===== config.mk =====
export PLATFORM = sky130hd
export DESIGN_NAME = fetch_stage
export DESIGN_NICKNAME = d
export VERILOG_FILES = /design/src/rtl/fetch_stage.sv
export SDC_FILE = /design/constraint.sdc
export NUM_CORES = 1
export LEC_CHECK = 0
export ABC_AREA = 0
export ABC_CLOCK_PERIOD_IN_PS = 2300
export BUFFER_PORTS_ARGS = -buffer_cell sky130_fd_sc_hd__buf_2
export CAP_MARGIN = 5
export CELL_PAD_IN_SITES_DETAIL_PLACEMENT = 0
export CELL_PAD_IN_SITES_GLOBAL_PLACEMENT = 1
export CORE_AREA = 2 2 83 164
export CTS_CLUSTER_DIAMETER = 80
export DETAILED_ROUTE_END_ITERATION = 8
export DIE_AREA = 0 0 85 166
export PLACE_DENSITY = 0.83
export RECOVER_POWER = 25
export SETUP_SLACK_MARGIN = 0.15
export SYNTH_ARGS = -nofsm -noshare
export SYNTH_HDL_FRONTEND = slang
export SYNTH_SLANG_ARGS = --single-unit

===== constraint.sdc =====
create_clock -name clk -period 2.3 [get_ports clk]
set_input_delay 0.115 -clock clk [delete_from_list [all_inputs] [get_ports clk]]
set_output_delay 0.115 -clock clk [all_outputs]
set_load 0.05 [all_outputs]

===== src/rtl/fetch_stage.sv =====
// Instruction fetch stage: owns the PC, issues level-style word reads, and parks
// a word that completes during a stall so it is delivered exactly once.
module fetch_stage #(
  parameter logic [15:0] RESET_PC = 16'h0000,
  parameter logic [15:0] NOP_WORD = 16'hF000
) (
  input  logic        clk,
  input  logic        reset,
  input  logic        pc_write,
  input  logic        flush,
  input  logic [15:0] branch_target,
  output logic        imem_req,
  output logic [15:0] imem_addr,
  input  logic [15:0] imem_rdata,
  input  logic        imem_ready,
  output logic [15:0] instr_out,
  output logic [15:0] pc_out,
  output logic [15:0] pc_plus1_out,
  output logic        fetch_valid
);

  typedef enum logic {
    FETCH = 1'b0,
    HOLD  = 1'b1
  } state_e;

  state_e      state_q, state_d;
  logic [15:0] pc_q, pc_d;
  logic [15:0] buf_instr_q, buf_instr_d;
  logic [15:0] buf_pc_q, buf_pc_d;
  logic [15:0] instr_q, instr_d;
  logic [15:0] pc_out_q, pc_out_d;
  logic [15:0] pc_plus1_q, pc_plus1_d;
  logic        valid_q, valid_d;
  logic [15:0] pc_inc;

  assign pc_inc       = pc_q + 16'd1;
  // The request must drop the instant reset asserts, not at the next edge.
  assign imem_req     = reset && (state_q == FETCH);
  assign imem_addr    = pc_q;
  assign instr_out    = instr_q;
  assign pc_out       = pc_out_q;
  assign pc_plus1_out = pc_plus1_q;
  assign fetch_valid  = valid_q;

  always_ff @(posedge clk or negedge reset) begin
    if (!reset) begin
      state_q     <= FETCH;
      pc_q        <= RESET_PC;
      buf_instr_q <= 16'h0000;
      buf_pc_q    <= 16'h0000;
      instr_q     <= NOP_WORD;
      pc_out_q    <= 16'h0000;
      pc_plus1_q  <= 16'h0000;
      valid_q     <= 1'b0;
    end else begin
      state_q     <= state_d;
      pc_q        <= pc_d;
      buf_instr_q <= buf_instr_d;
      buf_pc_q    <= buf_pc_d;
      instr_q     <= instr_d;
      pc_out_q    <= pc_out_d;
      pc_plus1_q  <= pc_plus1_d;
      valid_q     <= valid_d;
    end
  end

  // Flush beats stall beats ready; a word that lands during a stall is parked in HOLD.
  always_comb begin
    state_d     = state_q;
    pc_d        = pc_q;
    buf_instr_d = buf_instr_q;
    buf_pc_d    = buf_pc_q;
    instr_d     = instr_q;
    pc_out_d    = pc_out_q;
    pc_plus1_d  = pc_plus1_q;
    valid_d     = valid_q;

    case (state_q)
      FETCH: begin
        if (flush) begin
          pc_d    = branch_target;
          instr_d = NOP_WORD;
          valid_d = 1'b0;
        end else if (pc_write) begin
          if (imem_ready) begin
            buf_instr_d = imem_rdata;
            buf_pc_d    = pc_q;
            pc_d        = pc_inc;
            state_d     = HOLD;
          end
        end else if (imem_ready) begin
          instr_d    = imem_rdata;
          pc_out_d   = pc_q;
          pc_plus1_d = pc_inc;
          valid_d    = 1'b1;
          pc_d       = pc_inc;
        end else begin
          instr_d = NOP_WORD;
          valid_d = 1'b0;
        end
      end
      HOLD: begin
        if (flush) begin
          pc_d    = branch_target;
          instr_d = NOP_WORD;
          valid_d = 1'b0;
          state_d = FETCH;
        end else if (!pc_write) begin
          instr_d    = buf_instr_q;
          pc_out_d   = buf_pc_q;
          pc_plus1_d = buf_pc_q + 16'd1;
          valid_d    = 1'b1;
          state_d    = FETCH;
        end
      end
      default: begin
        state_d = FETCH;
      end
    endcase
  end

endmodule


==> run metrics <==
status complete, no violations; CP Launch Type flop; H-tree levels 3; Post-synth EDFFs 0; initial antenna violation count 0; CP Capture Type flop; Yosys reg bits 98; Initial Util a little under two fifths; post-CTS setup repair buffer count 0; Psw 2100 µW; Flop pwr share between 40% and 50%; die width 85 µm; Pwr Total 5380 µW; RR Startpoint imem_addr[0]$_DFFE_PN0P_; Simple-Gate Fraction of Synth Area ~14%; Post-Synth Adder-Cell Area less than 1%; chip height 166 µm; Total Routing Usage GR 19.1%; Filler cells 1,233; Worst Path Arrival 2.22 ns; main combinational cell family by area after synthesis simple AND/OR/NAND/NOR gates; TNS Setup 0 ns; Max clock buf depth 2; Tightest Pin Transition roughly 1.3 ns; CTS tree built; final setup fails 0; global placer's final weighted congestion 0.895; fin crit share slightly below 90%; CP peak stage delay 0.46 ns; crit path max fanout 8; Clk pwr share 28.1%; ANT cells 0; async set-reset flop share out of synthesis 100%; worst hold path class input port to flop; Via Count 3,781; Core Util, Final approximately 46%; number of global-route vias before repair 3,999; fin nets 613; max-slew violations 0; Sink Count 98; RSZ-0062 raised after global routing false; FMAX 0.501 GHz; crit path max-delay cell type or3_4; mux contribution to synthesized area 11.5%; row count 59; CP Class flop to flop; first-pass GRT wire length 21,000 µm; xor-xnor portion of the synthesized cell area between 7 and 8%; DIE AREA 14,100 µm²; share of layout cells above drive strength 1 30.1%; Ports approximately 100; Hold Path Depth 3; final hold viol count 0; via/cell ratio roughly 5.2; area added between synthesis and finish 23.4%; internal power about 3300 µW; cell count after synthesis around 470; # DRC 0; combinational power share 28.4%; grt total ovfl 0; hold endpoint imem_addr[1]$_DFFE_PN0P_; MaxCap Viol Count 0; largest net degree at the start of global routing 99; Peak VDD IR 0.000542 V; hold_sp branch_target[1]; Yosys Warn Count 0; Mapped Area 4780 µm²; Clock Pin Slew Worst Setup and Hold Paths roughly 0.07 ns; total detailed-routing wirelength 13,300 µm; Power Dens Cells about 910 nW/µm²; reg2reg path depth 6; syn_nets between 500 and 600; P_leak 0.00262 µW; drt first pass iters 4; library cells used by synthesis 36; sequential area share after synthesis 51.4%; DP HPWL 9990 µm; Sw Share 39.1%; R2R setup slack ~0.30 ns; Compound-Gate Fraction of Synth Area 10.9%; critical path required time 2.52 ns; Routed wire per std cell 18.1 µm; Root Driver clkbuf_16; 1st-iter DRT viols ~250; Post-DRT Antenna Nets 0; Reg-to-Reg End imem_addr[14]$_DFFE_PN0P_; worst skew pair latency 0.35 ns; main flop type after synthesis dfrtp_1; core area 12,900 µm²; Period minus WS final roughly 2.0 ns; commonest non-fill, non-tap cell in the layout buf_2; slew margin rel. 11.6%; commonest cells after routing, fill and taps aside 101 x buf_2, 92 x dfrtp_1, 60 x nand2_1, 44 x o21ai_0, 36 x nor2_1; CTS Buf Count 9; Synth Area per Inst 10.2 µm²; Worst Skew approximately 0.011 ns; worst path cell trace ha_1, nand4_1, or3_4, nor3_2, xnor2_1, o21ai_1; input/output buffers 102
[critical path, delay by kind of cell, from the launching register on]
family                     cells  cell delay (ns)
and+or+nand+nor                3             0.97
DFF                            1             0.44
adders and majority gates      1             0.26
xor gates and xnor gates       1             0.15
AOI/OAI and AO/OA              1             0.07
[worst max path at each step]
stage	startpoint	to	slack, ns	cells past startpoint
6_report	imem_addr[0]$_DFFE_PN0P_	imem_addr[14]$_DFFE_PN0P_	0.30	6
4_1_cts	imem_addr[0]$_DFFE_PN0P_	pc_plus1_out[14]$_DFFE_PN0P_	0.26	6
2_1_floorplan	imem_addr[8]$_DFFE_PN0P_	pc_plus1_out[15]$_DFFE_PN0P_	0.19	6
3_3_place_gp	imem_addr[0]$_DFFE_PN0P_	pc_plus1_out[14]$_DFFE_PN0P_	0.32	6
3_5_place_dp	imem_addr[0]$_DFFE_PN0P_	pc_plus1_out[14]$_DFFE_PN0P_	0.28	6
5_1_grt	imem_addr[0]$_DFFE_PN0P_	imem_addr[14]$_DFFE_PN0P_	0.18	6
[kinds of logic after synthesis]
logic type / Yosys count
adder cells (fa/ha/maj): 2
AO/OA/AOI/OAI: 90
AND/OR/NAND/NOR: 147
multiplexers: 51
XOR/XNOR: 42
flip-flops: 98
buffers and inverters: 37
[layer usage]
layer / part of all wire [%] / routed length [µm] / track usage [%] / vias up
li1: - / - / - / 1836
met1: 35 / 4680 / 19.7 / 1809
met2: 57 / 7540 / 36.1 / 114
met3: 4.8 / 633 / 3.43 / 22
met4: 3.1 / 406 / 8.28 / 0
met5: 0 / 0 / 0 / -
[sequential cells by signal (all words and copies together) (netlist names)]
signal	count
buf_instr_q	16
imem_addr	16
instr_out	16
state_q	1
buf_pc_q	16
pc_out	16
fetch_valid	1
pc_plus1_out	16
[power groups by stage]
stage | clock, µW | combinational [µW] | sequential, µW
after floorplan | 0 | 541 | 2880
after global placement | 0 | 1510 | 2360
after detailed placement | 0 | 1530 | 2370
after CTS | 1550 | 1550 | 2340
after global routing | 1610 | 1640 | 2380
final | 1510 | 1530 | 2340
[area by class of cell]
class / count / area (µm²) / share of cell area (%)
clock buffers: 9 / 225 / 3.82
clock inverters: 7 / 71.3 / 1.21
inverters: 3 / 11.3 / 0.191
multi-input cells: 332 / 2160 / 36.6
flip-flops and latches: 98 / 2460 / 41.7
well taps: 152 / 190 / 3.23
repair buffers: 130 / 783 / 13.3
[cells in the mapped netlist (2+ instances only)]
cell	instances	area, µm²
dfrtp_1	94	2350
nand2_1	60	225
o21ai_0	44	220
nor2_1	36	135
mux2_2	31	349
xnor2_1	25	219
mux2i_1	20	200
clkbuf_1	19	71.3
a21oi_1	17	85.1
xor2_1	17	149
a22oi_1	16	120
nand3_1	14	70.1
nand4_1	9	56.3
buf_2	8	40.0
nor3_1	8	40.0
buf_4	5	37.5
and3_1	4	25.0
dfstp_2	4	105
o22ai_1	4	25.0
inv_1	3	11.3
nand2b_1	3	18.8
nor2b_1	3	18.8
nor4_1	3	18.8
o221ai_1	3	26.3
a221o_1	2	20.0
and4_1	2	17.5
buf_6	2	22.5
ha_1	2	25.0
o21ai_1	2	10.0
[stage by stage]
step / setup slack [ns] / hold slack, ns / std cells / area (µm²)
after global routing: 0.177 / 0.0100 / 731 / 5900
final: 0.305 / 0.00996 / 731 / 5900
after floorplan: 0.186 / -0.181 / 467 / 4780
after CTS: 0.263 / 0.00365 / 731 / 5900
after detailed placement: 0.278 / 0.293 / 701 / 5470
after global placement: 0.325 / 0.290 / 701 / 5470
[repair_timing]
item	in CTS	in global routing
gates resized for setup	0	1
setup endpoints to repair	0	1
hold buffers	14	0
hold endpoints to repair	107	0
(Power assumes the default switching activity.)
